File: config.mk
export PLATFORM = sky130hd
export DESIGN_NAME = freq_meter
export DESIGN_NICKNAME = d
export VERILOG_FILES = /design/src/rtl/freq_meter_pkg.sv /design/src/rtl/freq_meter_bcd_counter.sv /design/src/rtl/freq_meter.sv
export SDC_FILE = /design/constraint.sdc
export NUM_CORES = 1
export LEC_CHECK = 0
export ABC_AREA = 1
export BUFFER_PORTS_ARGS = -buffer_cell sky130_fd_sc_hd__buf_2
export CORE_ASPECT_RATIO = 0.7
export CORE_UTILIZATION = 50
export CTS_CLUSTER_DIAMETER = 150
export DETAILED_ROUTE_END_ITERATION = 12
export HOLD_SLACK_MARGIN = 0.1
export MAX_ROUTING_LAYER = met4
export PLACE_DENSITY = 0.65
export SLEW_MARGIN = 25
export SYNTH_ARGS = -nofsm -noshare
export SYNTH_HDL_FRONTEND = slang
export SYNTH_SLANG_ARGS = --single-unit
export TNS_END_PERCENT = 1
File: constraint.sdc
create_clock -name CLK_in -period 1.7 [get_ports CLK_in]
set_input_delay 0.17 -clock CLK_in [delete_from_list [all_inputs] [get_ports CLK_in]]
set_output_delay 0.17 -clock CLK_in [all_outputs]
set_load 0.05 [all_outputs]
File: src/rtl/freq_meter_pkg.sv
`timescale 1ns/1ps
`default_nettype none
// ============================================================================
// Module      : freq_meter_pkg
// Description : Shared types and constants for the frequency meter: BCD digit
//               type, decimal nine, default sizing and an all-nines helper.
// Revision    : 1.0 - initial release
// ============================================================================
package freq_meter_pkg;

    typedef logic [3:0] bcd_digit_t;

    localparam bcd_digit_t  BCD_NINE            = 4'd9;
    localparam int          DEFAULT_DIGITS      = 4;
    localparam int unsigned DEFAULT_GATE_CYCLES = 32'd100000000;

    // Widest digit count the all-nines helper can describe.
    localparam int          MAX_DIGITS          = 16;

    // Packed BCD value with the low 'digits' nibbles at nine, rest zero.
    function automatic logic [4*MAX_DIGITS-1:0] all_nines(input int digits);
        logic [4*MAX_DIGITS-1:0] v;
        v = '0;
        for (int i = 0; i < MAX_DIGITS; i++) begin
            if (i < digits) begin
                v[4*i +: 4] = BCD_NINE;
            end
        end
        return v;
    endfunction

endpackage
`default_nettype wire

File: src/rtl/freq_meter_bcd_counter.sv
`timescale 1ns/1ps
`default_nettype none
// ============================================================================
// Module      : bcd_counter
// Description : Multi-digit decimal accumulator. Increments on inc with a
//               ripple carry between digits, saturates at all-nines and sets
//               a sticky sat flag when an increment is lost. clear wins over
//               inc. value_inc exposes the would-be value after this cycle's
//               inc so a caller can capture it on the clearing cycle.
// Revision    : 1.0 - initial release
// ============================================================================
module bcd_counter
    import freq_meter_pkg::*;
#(
    parameter int DIGITS = DEFAULT_DIGITS
) (
    input  logic                clk,
    input  logic                rst_n,
    input  logic                clear,
    input  logic                inc,
    output logic [4*DIGITS-1:0] value,
    output logic                sat,
    output logic [4*DIGITS-1:0] value_inc
);

    localparam logic [4*MAX_DIGITS-1:0] C_ALL_NINES_WIDE = all_nines(DIGITS);
    localparam logic [4*DIGITS-1:0]     C_ALL_NINES      = C_ALL_NINES_WIDE[4*DIGITS-1:0];

    logic [4*DIGITS-1:0] value_q, value_d;
    logic                sat_q, sat_d;
    logic                at_max;
    logic [DIGITS-1:0]   carry;

    assign at_max   = (value_q == C_ALL_NINES);
    // No increment enters the chain once saturated, so the value holds.
    assign carry[0] = inc & ~at_max;

    for (genvar i = 0; i < DIGITS; i++) begin : g_digit
        bcd_digit_t digit;
        assign digit = value_q[4*i +: 4];
        assign value_inc[4*i +: 4] = !carry[i]           ? digit :
                                     (digit == BCD_NINE) ? 4'd0  :
                                                           digit + 4'd1;
        if (i < DIGITS-1) begin : g_carry
            assign carry[i+1] = carry[i] & (digit == BCD_NINE);
        end
    end

    // Next accumulator state: clear dominates, otherwise take the increment.
    always_comb begin
        value_d = value_inc;
        sat_d   = sat_q | (inc & at_max);
        if (clear) begin
            value_d = '0;
            sat_d   = 1'b0;
        end
    end

    // Accumulator and sticky saturation registers.
    always_ff @(posedge clk or negedge rst_n) begin
        if (!rst_n) begin
            value_q <= '0;
            sat_q   <= 1'b0;
        end else begin
            value_q <= value_d;
            sat_q   <= sat_d;
        end
    end

    assign value = value_q;
    assign sat   = sat_q;

endmodule
`default_nettype wire

File: src/rtl/freq_meter.sv
`timescale 1ns/1ps
`default_nettype none
// ============================================================================
// Module      : freq_meter
// Description : Counts rising edges of an asynchronous signal over a gate
//               window of GATE_CYCLES clocks and publishes the count as packed
//               BCD with a one-cycle valid pulse and an overflow flag.
//               Optional macro FREQ_METER_HOLD_EN adds a 'hold' input that
//               freezes the published result while counting continues.
// Revision    : 1.0 - initial release
// ============================================================================
module freq_meter
    import freq_meter_pkg::*;
#(
    parameter int unsigned GATE_CYCLES = DEFAULT_GATE_CYCLES,
    parameter int          DIGITS      = DEFAULT_DIGITS
) (
    input  logic                CLK_in,
    input  logic                RST_n,
    input  logic                sig_in,
`ifdef FREQ_METER_HOLD_EN
    input  logic                hold,
`endif
    output logic [4*DIGITS-1:0] bcd_out,
    output logic                valid,
    output logic                overflow
);

    localparam logic [31:0]                 C_GATE_LAST      = 32'(GATE_CYCLES - 32'd1);
    localparam logic [4*MAX_DIGITS-1:0]     C_ALL_NINES_WIDE = all_nines(DIGITS);
    localparam logic [4*DIGITS-1:0]         C_ALL_NINES      = C_ALL_NINES_WIDE[4*DIGITS-1:0];

    logic                sync1_q, sync1_d;
    logic                sync2_q, sync2_d;
    logic                prev_q, prev_d;
    logic [31:0]         gate_q, gate_d;
    logic [4*DIGITS-1:0] bcd_out_q, bcd_out_d;
    logic                overflow_q, overflow_d;
    logic                valid_q, valid_d;

    logic                edge_pulse;
    logic                terminal;
    logic                hold_now;
    logic [4*DIGITS-1:0] acc_value;
    logic [4*DIGITS-1:0] acc_inc;
    logic                acc_sat;

`ifdef FREQ_METER_HOLD_EN
    assign hold_now = hold;
`else
    assign hold_now = 1'b0;
`endif

    assign edge_pulse = sync2_q & ~prev_q;
    assign terminal   = (gate_q == C_GATE_LAST);

    // The terminal cycle's edge still belongs to the closing window: it is
    // folded in through acc_inc while the accumulator clears.
    bcd_counter #(
        .DIGITS    (DIGITS)
    ) u_acc (
        .clk       (CLK_in),
        .rst_n     (RST_n),
        .clear     (terminal),
        .inc       (edge_pulse),
        .value     (acc_value),
        .sat       (acc_sat),
        .value_inc (acc_inc)
    );

    // Next-state: synchronizer shift, gate wrap and terminal-cycle capture.
    always_comb begin
        sync1_d    = sig_in;
        sync2_d    = sync1_q;
        prev_d     = sync2_q;
        gate_d     = terminal ? 32'd0 : gate_q + 32'd1;
        bcd_out_d  = bcd_out_q;
        overflow_d = overflow_q;
        valid_d    = 1'b0;
        if (terminal && !hold_now) begin
            bcd_out_d  = acc_inc;
            overflow_d = acc_sat | (edge_pulse & (acc_value == C_ALL_NINES));
            valid_d    = 1'b1;
        end
    end

    // State registers; reset discards any partial window immediately.
    always_ff @(posedge CLK_in or negedge RST_n) begin
        if (!RST_n) begin
            sync1_q    <= 1'b0;
            sync2_q    <= 1'b0;
            prev_q     <= 1'b0;
            gate_q     <= 32'd0;
            bcd_out_q  <= '0;
            overflow_q <= 1'b0;
            valid_q    <= 1'b0;
        end else begin
            sync1_q    <= sync1_d;
            sync2_q    <= sync2_d;
            prev_q     <= prev_d;
            gate_q     <= gate_d;
            bcd_out_q  <= bcd_out_d;
            overflow_q <= overflow_d;
            valid_q    <= valid_d;
        end
    end

    assign bcd_out  = bcd_out_q;
    assign overflow = overflow_q;
    assign valid    = valid_q;

endmodule
`default_nettype wire

==> results_dict.tcl, run 1 <==
set metrics [dict create \
    synth_warnings 0 \
    clock_sinks 70 \
    clockBufferDepth 2 \
    numPortBuffers 20 \
    cp_slowest_cell "dfrtp_1" \
    finalNetCount 541 \
    cellPowerDensity_nw_per_um2 810 \
    seqCellArea_um2 1760 \
    io_pins 21 \
    status "finished, final reports clean" \
    core_area_um2 6940 \
    cts_buffers 9 \
    switching_power_mw 0.974 \
    crit_path_max_incr_delay_ns 0.45 \
    drt-initial-drc-count 237 \
    post-route-drc-count 0 \
    slew_viol_final 0 \
    fmaxAchievable_mhz 611 \
    die_y_um 73.9 \
    grt_pass1_vias 2739 \
    die_w_um 105 \
    n_fill_cell 629 \
    p_clk_share_pct 39.9 \
    grt_usage_pct 25.0 \
    synth_top_area_share_pct 47.5 \
    crit_chain "nand4_1 > or2_2 > nor2_1 > nand2_1 > xor2_1 > inv_1" \
    fin_crit_sh_pct 96.4 \
    diodes 0 \
    yosys-top-cells-count "146 x nand2_1, 70 x dfrtp_1, 68 x inv_1, 66 x nor2_1, 26 x nand3_1" \
    hold_class "in2async" \
    setup_ws_ns 0.0620 \
    ir_worst_vdd_mv 0.534 \
    cts_tree "done" \
    relSlewSlack_pct 70.0 \
    async_flop_share_pct 100 \
    tightest_slew_ns 0.450 \
    rsz0062_at_grt "yes" \
    ant_nets 0 \
    multi_input_area_um2 1720 \
    dp_hpwl_mm 6.30 \
    totalWireLength_mm 8.60 \
    maxCapViolCount 0 \
    yosysMostFrequentCell "nand2_1" \
    ys.flop_type "dfrtp_1" \
    skew_ns 0.00965 \
    start_util_pct 53.1 \
    synth_edf_count 0 \
    seqPwrFrac_pct 50.4 \
    drive_gt1_share_pct 15.5 \
    yosysTopAreaCell "dfrtp_1" \
    place_area_um2 4080 \
    first_pass_iters 5 \
    vias 3244 \
    swShare_pct 27.4 \
    ys_ff_latch 70 \
    crit_required_ns 1.96 \
    crit_arrival_ns 1.89 \
    finalSetupViolCount 0 \
    synth_area_per_cell_um2 7.55 \
    finalCriticalPeriod_ns 1.64 \
    path_class "reg2reg" \
    clk_latency_ns 0.36 \
    hold_viol 0 \
    gr-total-overflow 0 \
    die_area_um2 7730 \
    antenna_found_initial 0 \
    pwr-share-comb_pct 9.7 \
    netlist_instances 489 \
    cts_setup_buffers 0 \
    synth_area_um2 3690 \
    post-place-ws_ns -0.0986 \
    internal_power_mw 2.58 \
    syn_to_final_growth_pct 18.9 \
    syn_nets 493 \
    grt_pass1_wl_mm 14.0 \
    final_cell_area_um2 4390 \
    clkTransAtPathRegs_ns 0.08 \
    endpoint_kind "flop" \
    yosysSeqAreaShare_pct 47.5 \
    gp_congestion 1.01 \
    wl_per_cell_um 13.5 \
    grt_max_degree 34 \
    yosysUniqueCellTypes 26 \
    cts_max_level 3 \
    power_leakage_nw 2.27 \
    critPathLaunchType "flop" \
    placementRows 25 \
    cts-root-buf "clkbuf_8" \
    drt-vias-per-instance 5.10 \
    crit_fanout 4 \
    synthTopCellsByArea "dfrtp_1 47%, nand2_1 15%, inv_1 6.9%" \
]
## worst max-delay path: cells and delay by family, from the launching register on
family / cells / cell delay, ns
flops: 1 / 0.45
buf+inv: 1 / 0.05
simple gates: 4 / 0.87
xor+xnor: 1 / 0.15
## metrics by stage
step           cells  util, %  setup TNS [ns]  hold slack [ns]  power [mW]
3_3_place_gp     618     58.8         -0.0907            0.128        2.14
5_1_grt          636     63.2          -0.767            0.313        3.72
4_1_cts          636     62.1               0            0.285        3.58
2_1_floorplan    489        -               0           -0.126        2.04
3_5_place_dp     618     58.8          -0.159            0.143        2.15
6_report         636     63.2               0            0.281        3.56
## flip-flops by register name (all words and copies together) (netlist names)
name	count
overflow	1
u_acc.sat	1
gate_q	32
prev_q	1
u_acc.value	16
valid	1
bcd_out	16
sync1_q	1
prev_d	1
## logic make-up after synthesis
family	Yosys count	share of synthesized area, %
AND/OR/NAND/NOR	287	33.5
AO/OA/AOI/OAI	27	3.87
XOR/XNOR	29	6.88
buffers and inverters	75	7.97
flip-flops	70	47.5
adder cells (fa/ha/maj)	1	0.339
## repair_timing
item | 4_1_cts | 5_1_grt
gates resized for setup | 1 | 19
pin swaps | 0 | 2
hold buffers | 2 | 0
hold endpoints to repair | 50 | 0
endpoints found under the setup margin | 3 | 35
## placed cells by master, fill, tap and decap left out, types with 6 or more instances in the layout
| cell type | netlist | layout |
|---|---|---|
| buf_2 | 4 | 20 |
| clkbuf_8 | 0 | 10 |
| nand2_1 | 146 | 145 |
| xor2_1 | 25 | 24 |
| nor3_1 | 15 | 10 |
| inv_1 | 68 | 68 |
| o21ai_0 | 10 | 10 |
| dfrtp_1 | 70 | 67 |
| nor2_1 | 66 | 65 |
| nor2_2 | 5 | 6 |
| buf_4 | 0 | 17 |
| nand4_1 | 16 | 16 |
| nand3_1 | 26 | 24 |
| a21oi_1 | 10 | 10 |
## cell type report
class / count / area share, %
flip-flops and latches: 70 / 40.0
multi-input cells: 344 / 39.2
repair buffers: 43 / 7.47
inverters: 69 / 5.96
clock buffers: 10 / 3.14
well taps: 94 / 2.68
clock inverters: 6 / 1.54
## power by group through the flow
stage / sequential (mW) / combinational (mW) / clock (mW)
4_1_cts: 1.79 / 0.337 / 1.46
3_3_place_gp: 1.82 / 0.324 / 0
3_5_place_dp: 1.82 / 0.330 / 0
6_report: 1.79 / 0.345 / 1.42
5_1_grt: 1.80 / 0.397 / 1.52
2_1_floorplan: 1.81 / 0.233 / 0
## metal layers
layer,wire length (um),global-route usage [%]
met4,110,7.98
met5,0,-
met1,4580,38.6
met3,589,7.01
met2,3330,30.3
## path summary, 6_finish.rpt
kind | start | endpoint | slack, ns | cells past startpoint
max | gate_q[6]$_DFF_PN0_ | gate_q[30]$_DFF_PN0_ | 0.06 | 6
min | RST_n | u_acc.value[13]$_DFF_PN0_ | 0.28 | 2
max reg2reg | gate_q[6]$_DFF_PN0_ | gate_q[30]$_DFF_PN0_ | 0.06 | 6
min reg2reg | sync1_q$_DFF_PN0_ | prev_d$_DFF_PN0_ | 0.36 | 0
max in group asynchronous | RST_n | u_acc.value[7]$_DFF_PN0_ | 0.88 | 3
min in group CLK_in | sync1_q$_DFF_PN0_ | prev_d$_DFF_PN0_ | 0.36 | 0
(Power assumes the default switching activity.)
==> run 2: changes to the inputs <==
- CORE_UTILIZATION: 50 -> 59
- PLACE_DENSITY: 0.65 -> 0.76
==> run 2 against run 1 <==
Effect of this change:
- utilization up 10 points
- largest cell class is now multi-input combinational cells
- count of clock-buffer cells in the layout is the same
- first-iteration DRC count shrank 16%
- largest power group unchanged
- fmax down 0.88%
- power decreased by 5.5%
- cell count fell by 3.6%
==> results_dict.tcl, run 2 (same netlist as run 1, synthesis figures left out) <==
set metrics [dict create \
    critPathLaunchType "flop" \
    finalCriticalPeriod_ns 1.65 \
    largest-register "gate_q" \
    cts-root-buf "clkbuf_8" \
    cts_setup_buffers 0 \
    hold_slack_ns 0.357 \
    maxCapViolCount 0 \
    syn_to_final_growth_pct 17.2 \
    p_clk_share_pct 35.6 \
    wl_per_cell_um 13.6 \
    pwr-share-comb_pct 11.5 \
    cts_max_level 3 \
    cp_slowest_cell "dfrtp_1" \
    crit_chain "nand4_1 > or2_2 > nor2_1 > nand2_1 > xor2_1 > nor2_1" \
    fmaxAchievable_mhz 605 \
    numPortBuffers 20 \
    dp.cells 595 \
    ff2ff_path_depth 6 \
    drive_gt1_share_pct 15.8 \
    crit_fanout 5 \
    relSlewSlack_pct 75.2 \
    diodes 0 \
    swShare_pct 28.5 \
    ir_worst_vdd_mv 0.648 \
    crit_arrival_ns 1.89 \
    cts_tree "done" \
    start_util_pct 62.9 \
    clkTransAtPathRegs_ns 0.08 \
    placementRows 23 \
    drt-vias-per-instance 5.26 \
    crit_path_max_incr_delay_ns 0.45 \
    r2r_slack_ns 0.05 \
    dp_hpwl_mm 5.89 \
    final_cell_area_um2 4330 \
    slew_viol_final 0 \
    ant_nets 0 \
    grt_pass1_wl_mm 13.4 \
    endpoint_kind "flop" \
    grt_usage_pct 28.9 \
    clockBufferDepth 2 \
    clk_latency_ns 0.35 \
    totalWireLength_mm 8.32 \
    die_y_um 68.2 \
    io_pins 21 \
    clock_sinks 70 \
    stdcell_count 613 \
    drt-initial-drc-count 200 \
    switching_power_mw 0.959 \
    reg2reg_from "gate_q[8]$_DFF_PN0_" \
    finalSetupViolCount 0 \
    final_cell_mix "144 x nand2_1, 69 x dfrtp_1, 66 x inv_1" \
    cp_common_cell "nor2_1" \
    final_common_cell "nand2_1" \
    gr-total-overflow 0 \
    grt_pass1_vias 2780 \
    core_area_um2 5870 \
    power_mw 3.36 \
    largest_reg_flops 32 \
    skew_ns 0.00778 \
    tightest_slew_ns 0.371 \
    status "finished, final reports clean" \
    rsz0062_at_grt "yes" \
    finalNetCount 537 \
    place_area_um2 4010 \
    antenna_found_initial 0 \
    path_class "reg2reg" \
    crit_required_ns 1.94 \
    power_leakage_nw 2.19 \
    seqPwrFrac_pct 52.9 \
    die_area_um2 6580 \
    die_w_um 96.5 \
    cellPowerDensity_nw_per_um2 777 \
    internal_power_mw 2.40 \
    reg2reg_to "gate_q[22]$_DFF_PN0_" \
    hold_class "in2async" \
    gp_congestion 1.02 \
    grt_max_degree 71 \
    first_pass_iters 6 \
    hold_viol 0 \
    cts_buffers 9 \
    fin_crit_sh_pct 97.2 \
    post-route-drc-count 0 \
    vias 3224 \
]
==> run 2: cell count changes in the layout (fill, tap and decap cells not counted), sizes merged <==
cell and change:
buf -4, bufinv -1, clkinvlp +1
==> run 2: area by class of cell <==
cell class | instances | area [um2]
inverters | 69 | 262
well taps | 75 | 93.8
flip-flops and latches | 70 | 1750
fillers | 455 | 1550
clock inverters | 6 | 45.0
clock buffers | 10 | 128
repair buffers | 39 | 285
multi-input cells | 344 | 1760
==> run 2: through the flow <==
stage	utilization, %	setup TNS, ns	setup WS, ns
global route	73.7	-0.289	-0.0685
CTS	71.7	0	0.0295
finish	73.7	0	0.0474
floorplan	-	0	0.200
detailed placement	68.4	0	0.0529
global placement	68.4	0	0.0687
==> run 2: critical path: cells and delay by family (launching register included) <==
kind	cells	cell delay, ns
and+or+nand+nor	5	0.95
xor gates and xnor gates	1	0.15
DFF	1	0.45
==> run 2: layer usage <==
layer	share of wire, %	wire, um	GRT usage [%]
met1	53	4400	45.1
met2	39	3270	35.4
met3	7.3	604	8.89
met4	0.61	51	6.80
met5	0	0	-
==> run 2: worst max path at each step <==
stage          slack (ns)                        to                     start
2_1_floorplan        0.20   bcd_out[10]$_DFFE_PN0N_       gate_q[0]$_DFF_PN0_
3_3_place_gp         0.07      gate_q[24]$_DFF_PN0_      gate_q[15]$_DFF_PN0_
3_5_place_dp         0.05      gate_q[21]$_DFF_PN0_       gate_q[0]$_DFF_PN0_
4_1_cts              0.03  u_acc.value[0]$_DFF_PN0_  u_acc.value[6]$_DFF_PN0_
5_1_grt             -0.07      gate_q[30]$_DFF_PN0_      gate_q[10]$_DFF_PN0_
6_report             0.05      gate_q[22]$_DFF_PN0_       gate_q[8]$_DFF_PN0_
==> run 2: power by group through the flow <==
stage          Sequential [mW]  Combinational, mW  Clock [mW]
2_1_floorplan             1.81              0.233           0
3_3_place_gp              1.81              0.343           0
3_5_place_dp              1.81              0.356           0
4_1_cts                   1.78              0.362        1.23
5_1_grt                   1.79              0.447        1.29
6_report                  1.78              0.385        1.20
==> run 2: repair_timing <==
action	CTS	global route
hold buffers	2	0
hold endpoints to repair	71	0
gates resized for setup	0	30
setup endpoints to repair	0	47
